--- src/rtl/seg_display_scan_pkg.sv ---
// rtl/seg_display_scan_pkg.sv - symbol codes, converter FSM states and seven-segment glyph table
package seg_display_scan_pkg;

  localparam logic [4:0] SYM_BLANK = 5'h10;
  localparam logic [4:0] SYM_DASH  = 5'h11;

  typedef enum logic [1:0] {
    ST_IDLE = 2'd0,
    ST_CONV = 2'd1,
    ST_DONE = 2'd2
  } conv_state_t;

  // Active-high {g,f,e,d,c,b,a}; anything outside the table is dark.
  function automatic logic [6:0] glyph(input logic [4:0] sym);
    logic [6:0] seg;
    seg = 7'h00;
    case (sym)
      5'h00: seg = 7'h3F;
      5'h01: seg = 7'h06;
      5'h02: seg = 7'h5B;
      5'h03: seg = 7'h4F;
      5'h04: seg = 7'h66;
      5'h05: seg = 7'h6D;
      5'h06: seg = 7'h7D;
      5'h07: seg = 7'h07;
      5'h08: seg = 7'h7F;
      5'h09: seg = 7'h6F;
      5'h0A: seg = 7'h77;
      5'h0B: seg = 7'h7C;
      5'h0C: seg = 7'h39;
      5'h0D: seg = 7'h5E;
      5'h0E: seg = 7'h79;
      5'h0F: seg = 7'h71;
      SYM_DASH: seg = 7'h40;
      default: seg = 7'h00;
    endcase
    return seg;
  endfunction

endpackage

--- src/rtl/bin2bcd_seq.sv ---
// rtl/bin2bcd_seq.sv - sequential double-dabble binary to BCD converter with overflow flag
module bin2bcd_seq #(
  parameter int DATA_W     = 16,
  parameter int NUM_DIGITS = 4
) (
  input  logic                    clk,
  input  logic                    reset,
  input  logic                    start,
  input  logic [DATA_W-1:0]       bin,
  output logic                    busy,
  output logic                    done,
  output logic [4*NUM_DIGITS-1:0] bcd,
  output logic                    ovf
);

  localparam int BW = 4 * NUM_DIGITS;
  localparam int CW = $clog2(DATA_W + 1);

  logic [DATA_W-1:0] sr;
  logic [BW-1:0]     bcd_r;
  logic [BW-1:0]     adj;
  logic [CW-1:0]     cnt;
  logic              busy_r;
  logic              ovf_r;

  always_comb begin
    adj = bcd_r;
    for (int i = 0; i < NUM_DIGITS; i++) begin
      if (bcd_r[4*i +: 4] >= 4'd5) adj[4*i +: 4] = bcd_r[4*i +: 4] + 4'd3;
    end
  end

  // A 1 shifted out of the top digit means the value has reached 10^NUM_DIGITS;
  // doubling only grows it, so the flag is sticky for the rest of the run.
  always_ff @(posedge clk) begin
    if (!reset) begin
      sr     <= '0;
      bcd_r  <= '0;
      cnt    <= '0;
      busy_r <= 1'b0;
      ovf_r  <= 1'b0;
    end else if (!busy_r) begin
      if (start) begin
        sr     <= bin;
        bcd_r  <= '0;
        ovf_r  <= 1'b0;
        cnt    <= CW'(DATA_W);
        busy_r <= 1'b1;
      end
    end else if (cnt != '0) begin
      bcd_r <= {adj[BW-2:0], sr[DATA_W-1]};
      sr    <= sr << 1;
      ovf_r <= ovf_r | adj[BW-1];
      cnt   <= cnt - CW'(1);
    end else begin
      busy_r <= 1'b0;
    end
  end

  assign busy = busy_r;
  assign done = busy_r && (cnt == '0);
  assign bcd  = bcd_r;
  assign ovf  = ovf_r;

endmodule

--- src/rtl/seg_display_scan.sv ---
// rtl/seg_display_scan.sv - multiplexed hex/decimal seven-segment driver with blanking and refresh scan
module seg_display_scan
  import seg_display_scan_pkg::*;
#(
  parameter int NUM_DIGITS  = 4,
  parameter int DATA_W      = 16,
  parameter int REFRESH_DIV = 100000,
  parameter int AN_ACT_LOW  = 1,
  parameter int SEG_ACT_LOW = 1
) (
  input  logic                  clk,
  input  logic                  reset,
  input  logic                  load,
  input  logic [DATA_W-1:0]     data,
  input  logic                  dec_mode,
  input  logic                  blank_lz,
  input  logic [NUM_DIGITS-1:0] dp_mask,
  output logic                  busy,
  output logic                  ovf,
  output logic [NUM_DIGITS-1:0] anode,
  output logic [7:0]            catode
);

  localparam int BW = 4 * NUM_DIGITS;
  localparam int PW = (REFRESH_DIV > 1) ? $clog2(REFRESH_DIV) : 1;
  localparam int IW = (NUM_DIGITS > 1) ? $clog2(NUM_DIGITS) : 1;
  localparam logic [NUM_DIGITS-1:0] AN_OFF  = (AN_ACT_LOW != 0) ? {NUM_DIGITS{1'b1}} : '0;
  localparam logic [7:0]            SEG_OFF = (SEG_ACT_LOW != 0) ? 8'hFF : 8'h00;

  logic [PW-1:0]         presc;
  logic                  tick;
  logic [IW-1:0]         idx;
  conv_state_t           state, next_state;
  logic [BW-1:0]         disp;
  logic [NUM_DIGITS-1:0] dp_reg;
  logic                  ovf_reg;
  logic                  accept, conv_start;
  logic                  conv_busy, conv_done, conv_ovf;
  logic [BW-1:0]         conv_bcd;
  logic                  primed;

  assign tick = (presc == PW'(REFRESH_DIV - 1));

  always_ff @(posedge clk) begin
    if (!reset) begin
      presc <= '0;
      idx   <= '0;
    end else if (tick) begin
      presc <= '0;
      idx   <= (idx == IW'(NUM_DIGITS - 1)) ? '0 : idx + IW'(1);
    end else begin
      presc <= presc + PW'(1);
    end
  end

  assign accept     = load && (state == ST_IDLE) && !conv_busy;
  assign conv_start = accept && dec_mode;

  bin2bcd_seq #(
    .DATA_W     (DATA_W),
    .NUM_DIGITS (NUM_DIGITS)
  ) u_bin2bcd (
    .clk   (clk),
    .reset (reset),
    .start (conv_start),
    .bin   (data),
    .busy  (conv_busy),
    .done  (conv_done),
    .bcd   (conv_bcd),
    .ovf   (conv_ovf)
  );

  always_comb begin
    next_state = state;
    case (state)
      ST_IDLE: if (conv_start) next_state = ST_CONV;
      ST_CONV: if (conv_done) next_state = ST_DONE;
      ST_DONE: next_state = ST_IDLE;
      default: next_state = ST_IDLE;
    endcase
  end

  always_ff @(posedge clk) begin
    if (!reset) begin
      state   <= ST_IDLE;
      disp    <= '0;
      dp_reg  <= '0;
      ovf_reg <= 1'b0;
    end else begin
      state <= next_state;
      if (accept) dp_reg <= dp_mask;
      if (accept && !dec_mode) begin
        disp    <= BW'(data);
        ovf_reg <= 1'b0;
      end
      if (state == ST_DONE) begin
        ovf_reg <= conv_ovf;
        if (!conv_ovf) disp <= conv_bcd;
      end
    end
  end

  assign busy = (state != ST_IDLE);
  assign ovf  = ovf_reg;

  logic [NUM_DIGITS-1:0] lz;
  logic [NUM_DIGITS-1:0] an_on;
  logic [3:0]            cur_nib;
  logic                  cur_lz, cur_dp;
  logic [4:0]            sym;
  logic [7:0]            lit;

  // lz[i] is set when digit i and every digit above it are zero.
  always_comb begin
    logic zero_run;
    zero_run = 1'b1;
    lz       = '0;
    for (int i = NUM_DIGITS - 1; i >= 0; i--) begin
      zero_run = zero_run && (disp[4*i +: 4] == 4'd0);
      lz[i]    = zero_run;
    end
  end

  always_comb begin
    cur_nib = 4'd0;
    cur_lz  = 1'b0;
    cur_dp  = 1'b0;
    an_on   = '0;
    for (int i = 0; i < NUM_DIGITS; i++) begin
      if (IW'(i) == idx) begin
        cur_nib  = disp[4*i +: 4];
        cur_lz   = lz[i];
        cur_dp   = dp_reg[i];
        an_on[i] = 1'b1;
      end
    end
    if (ovf_reg)                                sym = SYM_DASH;
    else if (blank_lz && cur_lz && idx != '0)   sym = SYM_BLANK;
    else                                        sym = {1'b0, cur_nib};
    lit = {cur_dp, glyph(sym)};
  end

  // primed keeps the pins dark for the first cycle after reset as well.
  always_ff @(posedge clk) begin
    if (!reset) begin
      anode  <= AN_OFF;
      catode <= SEG_OFF;
      primed <= 1'b0;
    end else begin
      primed <= 1'b1;
      if (!primed || tick) anode <= AN_OFF;
      else                 anode <= (AN_ACT_LOW != 0) ? ~an_on : an_on;
      if (!primed)         catode <= SEG_OFF;
      else                 catode <= (SEG_ACT_LOW != 0) ? ~lit : lit;
    end
  end

endmodule

--- config.mk ---
export PLATFORM = sky130hd
export DESIGN_NAME = seg_display_scan
export DESIGN_NICKNAME = d
export VERILOG_FILES = /design/src/rtl/seg_display_scan_pkg.sv /design/src/rtl/bin2bcd_seq.sv /design/src/rtl/seg_display_scan.sv
export SDC_FILE = /design/constraint.sdc
export NUM_CORES = 1
export LEC_CHECK = 0
export ABC_CLOCK_PERIOD_IN_PS = 5500
export CAP_MARGIN = 15
export CELL_PAD_IN_SITES_DETAIL_PLACEMENT = 1
export CELL_PAD_IN_SITES_GLOBAL_PLACEMENT = 1
export CORE_ASPECT_RATIO = 1.2
export CORE_MARGIN = 5
export CORE_UTILIZATION = 25
export CTS_CLUSTER_SIZE = 24
export DETAILED_ROUTE_END_ITERATION = 6
export GPL_ROUTABILITY_DRIVEN = 0
export GPL_TIMING_DRIVEN = 0
export PLACE_DENSITY = 0.61
export SYNTH_ARGS = -nofsm -noshare
export SYNTH_HDL_FRONTEND = slang
export SYNTH_SLANG_ARGS = --single-unit
--- constraint.sdc ---
create_clock -name clk -period 5.5 [get_ports clk]
set_input_delay 0.825 -clock clk [delete_from_list [all_inputs] [get_ports clk]]
set_output_delay 0.825 -clock clk [all_outputs]
set_load 0.05 [all_outputs]
==> flow_summary.json, run 1 <==
{
  "status": "completed",
  "rows": 55,
  "drc": 0,
  "die_w_um": 136,
  "cts.path.max_buffers": 2,
  "final_common_cell": "dfxtp_1",
  "skew_ps": 10.2,
  "post-route-period-util_pct": 49.5,
  "die_h_um": 161,
  "finalSetupTns_ps": 0,
  "ys_types": 53,
  "h-tree-depth": 3,
  "post-cts-setup-buffers": 0,
  "postRouteAntennaNets": 0,
  "synthArstFlopShare_pct": 0,
  "avgSynthCellArea_um2": 9.10,
  "synth_ff_type": "dfxtp_1",
  "synth_nets": 565,
  "arrival_ps": 2910,
  "synthCells": 521,
  "timing.fmax_mhz": 367,
  "antenna_found_initial": 0,
  "syn2layout_area_growth_pct": 21.2,
  "insertion_delay_ps": 350,
  "critical_path_class": "reg -> reg",
  "r2r_slack_ps": 2780,
  "drive_gt1_share_pct": 8.17,
  "dp_hpwl_um": 10500,
  "max_cap_violations": 0,
  "vias_per_cell": 4.74,
  "layout.nets": 614,
  "grt_max_degree": 18,
  "first_pass_iters": 4,
  "start_util_pct": 25.2,
  "vias": 3940,
  "rsz0062_at_grt": "false",
  "seq_area_um2": 1880,
  "clkTransAtPathRegs_ps": 70,
  "port_buffers": 38,
  "final-setup-viol-count": 0,
  "grt_pass1_wl_um": 22200,
  "cts_resized": 0,
  "largest_register_ffs": 17,
  "min_path_cells": 1,
  "root_buffer": "clkbuf_16",
  "worstMarginPinSlew_ps": 689,
  "largest-register": "presc",
  "ys_seq_area_share_pct": 39.7,
  "worstHoldPathType": "reg -> reg",
  "r2r_cells": 11,
  "grt_pass1_vias": 4280,
  "cp_max_fo": 7,
  "multi_input_area_um2": 2630,
  "hold_violations": 0,
  "cp-start-kind": "register",
  "min_period_ps": 2720,
  "synth-edff-count": 0,
  "diodes": 0,
  "mostFrequentLayoutCells": "dfxtp_1, nand2_1, clkdlybuf4s50_1, o211a_1, mux2i_1",
  "grtUsageTotal_pct": 12.9,
  "ys_ff_latch": 94,
  "cp-end-kind": "register",
  "n_fill_cell": 2173,
  "ys_warn_count": 0,
  "fin_util_pct": 30.6,
  "vdd_ir_drop_max_mv": 0.133,
  "postCtsHoldBufs": 0,
  "wl_per_cell_um": 16.3,
  "syn_area_um2": 4740,
  "drt_iter0_markers": 164,
  "grt-ovfl-total": 0,
  "core_area_um2": 18800,
  "numCtsBuffers": 9,
  "relSlewSlack_pct": 54.0,
  "power.leakage_nw": 2.27,
  "crit_required_ps": 5690,
  "ys_top_cells_by_area": "dfxtp_1, o211a_1, mux2i_1, nand2_1, ha_1",
  "drt_wl_total_um": 13600,
  "clock_sinks": 94,
  "synth_top_area_cell": "dfxtp_1",
  "io_pins": 39,
  "drv_slew": 0,
  "cellPowerDensity_nw_per_um2": 281,
  "cts_tree": "done",
  "dieArea_um2": 21800,
  "synth_top_area_share_pct": 39.7
}
## where the power goes
part           switching [mW]  internal [mW]
sequential             0.0236          0.715
clock                   0.293          0.358
combinational           0.129         0.0949
total                   0.445           1.17
## routing by layer
layer  global-route usage, %  routed length, µm  vias to the layer above
met3                    2.73                353                        9
met5                       0                  0                        -
met2                    23.6               7170                       38
met4                    3.53                159                        0
met1                    15.1               5900                     1946
li1                        -                  -                     1947
## critical path, cell delays in order (launching register included)
cell and delay (ps):
dfxtp_1 400, inv_1 90, ha_1 320, nor4_1 450, nand3_1 110, o21ai_0 390
or2_2 220, inv_1 60, ha_1 210, nand2_1 60, o31a_2 130, o221ai_1 110
## cells in the mapped netlist (12+ instances only)
cell / count
nand3_1: 18
nand2_1: 64
mux2i_1: 29
o21ai_0: 23
nor2_1: 25
ha_1: 19
inv_1: 22
buf_2: 12
clkbuf_1: 14
o211a_1: 30
nor2b_1: 17
dfxtp_1: 94
a21oi_1: 19
## per-stage QoR
stage               setup WS (ps)  hold slack, ps  total power [mW]  instances  cell area, µm²
global placement             2560             424             0.974        815            5440
CTS                          2830             449              1.64        831            5750
floorplan                    3290             413             0.898        521            4740
finish                       2780             447              1.61        831            5750
global route                 2600             482              1.69        831            5750
detailed placement           2510             438             0.981        815            5440
## final timing paths
path	to	from
worst max-delay path	catode[3]$_SDFF_PN1_	idx[0]$_SDFFE_PN0P_
worst max register to register	catode[3]$_SDFF_PN1_	idx[0]$_SDFFE_PN0P_
worst min-delay path	presc[0]$_SDFF_PP0_	presc[0]$_SDFF_PP0_
worst min register to register	presc[0]$_SDFF_PP0_	presc[0]$_SDFF_PP0_
## final cells by class
| class | count | share of cell area [%] |
|---|---|---|
| Clock buffer | 9 | 3.92 |
| Buffer | 29 | 2.61 |
| Timing Repair Buffer | 38 | 6.62 |
| Tap cell | 256 | 5.57 |
| Clock inverter | 7 | 1.37 |
| Sequential cell | 94 | 32.7 |
| Inverter | 22 | 1.44 |
| Multi-Input combinational cell | 376 | 45.7 |
## kinds of logic (layout without fill, tap and decap cells)
| logic type | count (synthesis) | count (layout) | share of synthesized area [%] |
|---|---|---|---|
| simple gates | 184 | 184 | 20.3 |
| compound gates | 119 | 119 | 19.2 |
| flops | 94 | 94 | 39.7 |
| buf+inv | 51 | 105 | 4.91 |
| mux | 32 | 32 | 6.83 |
| xor+xnor | 22 | 22 | 4.06 |
| fa+ha+maj | 19 | 19 | 5.01 |
(Power assumes the default switching activity.)
==> run 2: changes to the inputs <==
ABC_CLOCK_PERIOD_IN_PS = 2600   (was 5500)
clock period = 2.6 ns   (was 5.5 ns; I/O delays follow)
==> run 2 against run 1 <==
- sequential share of layout area decreased by 0.32 points
- utilization increased by 0.30 points
- die area unchanged
- combinational power increased by 110%
- clock-buffer cell count unchanged
- worst hold slack about the same
- global-route usage unchanged
- first-iteration DRC count increased by 1.8%
- flip-flop and latch count unchanged
- final cell count increased by 0.48%
- maximum frequency increased by 12%
- highest routed layer unchanged
==> flow_summary.json, run 2 (same netlist as run 1, synthesis figures left out) <==
{
  "cp-start-kind": "register",
  "vias_per_cell": 4.76,
  "rsz0062_at_grt": "false",
  "grt_pass1_wl_um": 22200,
  "crit_chain": "inv_1 > ha_1 > nand2_1 > o21ai_0 > a22oi_2 > or2_2 > ha_1 > nor2_1 > a21oi_1 > o221ai_1",
  "status": "completed",
  "hold_violations": 0,
  "timing.fmax_mhz": 409,
  "numCtsBuffers": 9,
  "clock_sinks": 94,
  "cts.path.max_buffers": 2,
  "drt_iter0_markers": 167,
  "hold_ws_ps": 447,
  "largest_register_ffs": 17,
  "cp_slowest_cell": "ha_1",
  "grtUsageTotal_pct": 12.9,
  "finalSetupTns_ps": 0,
  "cp-end-kind": "register",
  "layout.nets": 618,
  "postRouteAntennaNets": 0,
  "n_fill_cell": 2170,
  "die_h_um": 161,
  "drive_gt1_share_pct": 9.50,
  "cp_max_fo": 7,
  "wl_per_cell_um": 16.3,
  "final_common_cell": "dfxtp_1",
  "critPathBufInv": 1,
  "max_cap_violations": 0,
  "power_mw": 3.43,
  "grt_max_degree": 18,
  "insertion_delay_ps": 350,
  "drt_wl_total_um": 13700,
  "placed_cells_incl_taps": 815,
  "crit_end": "catode[3]$_SDFF_PN1_",
  "postCtsHoldBufs": 0,
  "cts_tree": "done",
  "drv_slew": 0,
  "vias": 3971,
  "diodes": 0,
  "mostFrequentLayoutCells": "dfxtp_1, nand2_1, clkdlybuf4s50_1, o211a_1, mux2i_1",
  "power.leakage_nw": 2.29,
  "skew_ps": 10.8,
  "design_area_um2": 5800,
  "multi_input_area_um2": 2650,
  "die_w_um": 136,
  "h-tree-depth": 3,
  "crit_path_start": "idx[0]$_SDFFE_PN0P_",
  "crit_required_ps": 2790,
  "grt_pass1_vias": 4280,
  "slowest_delay_ps": 400,
  "rr_endpoint": "catode[3]$_SDFF_PN1_",
  "first_pass_iters": 4,
  "port_buffers": 38,
  "relSlewSlack_pct": 54.4,
  "cp_top_family": "adder cells",
  "post_dp_cell_area_um2": 5440,
  "worstHoldPathType": "reg -> reg",
  "start_util_pct": 25.2,
  "largest-register": "presc",
  "vdd_ir_drop_max_mv": 0.281,
  "core_area_um2": 18800,
  "grt-ovfl-total": 0,
  "path_common_cell": "ha_1",
  "r2r_slack_ps": 160,
  "post-route-period-util_pct": 93.9,
  "worstHoldStart": "presc[0]$_SDFF_PP0_",
  "critical_path_class": "reg -> reg",
  "seq_area_um2": 1880,
  "r2r_cells": 10,
  "dp_hpwl_um": 10500,
  "root_buffer": "clkbuf_16",
  "path_depth": 10,
  "drc": 0,
  "io_pins": 39,
  "rows": 55,
  "min_period_ps": 2440,
  "syn2layout_area_growth_pct": 22.4,
  "timing.rr.start": "idx[0]$_SDFFE_PN0P_",
  "arrival_ps": 2630,
  "worstMarginPinSlew_ps": 684,
  "instances_no_fill": 835,
  "cellPowerDensity_nw_per_um2": 590,
  "antenna_found_initial": 0,
  "dieArea_um2": 21800,
  "clkTransAtPathRegs_ps": 70,
  "final-setup-viol-count": 0
}
[run 2: layer usage]
metal	GRT usage (%)	up-vias	part of all wire, %
met5	0	-	0
met4	3.53	0	1.2
met3	2.73	10	2.9
met2	23.6	40	53
met1	15.1	1968	43
li1	-	1953	-
[run 2: power by group]
part | total [mW] | internal (mW) | switching [mW]
Sequential | 1.56 | 1.51 | 0.0517
Clock | 1.38 | 0.758 | 0.623
Combinational | 0.480 | 0.206 | 0.275
[run 2: metrics by stage]
stage	setup WS, ps	utilization, %
floorplan	425	-
global placement	88.8	29.0
detailed placement	-42.9	29.0
CTS	49.4	30.6
global route	16.1	30.9
finish	158	30.9
[run 2: area by class of cell]
class / count / area share [%]
well taps: 256 / 5.52
clock inverters: 7 / 1.36
repair buffers: 42 / 7.07
inverters: 22 / 1.42
plain buffers: 29 / 2.59
flip-flops and latches: 94 / 32.4
clock buffers: 9 / 3.88
multi-input cells: 376 / 45.7
[run 2: what timing repair did]
item	in CTS	in global routing
gates resized for setup	2	4
setup endpoints to repair	2	5
endpoints found under the hold margin	0	0
pin swaps	0	1
buffers inserted	0	4
[run 2: worst min-delay path by stage]
stage	to	slack (ps)	depth (start not counted)
finish	presc[0]$_SDFF_PP0_	450	1
global route	presc[0]$_SDFF_PP0_	480	1
CTS	presc[0]$_SDFF_PP0_	450	1
detailed placement	presc[0]$_SDFF_PP0_	440	1
global placement	presc[0]$_SDFF_PP0_	420	1
floorplan	presc[0]$_SDFF_PP0_	410	1
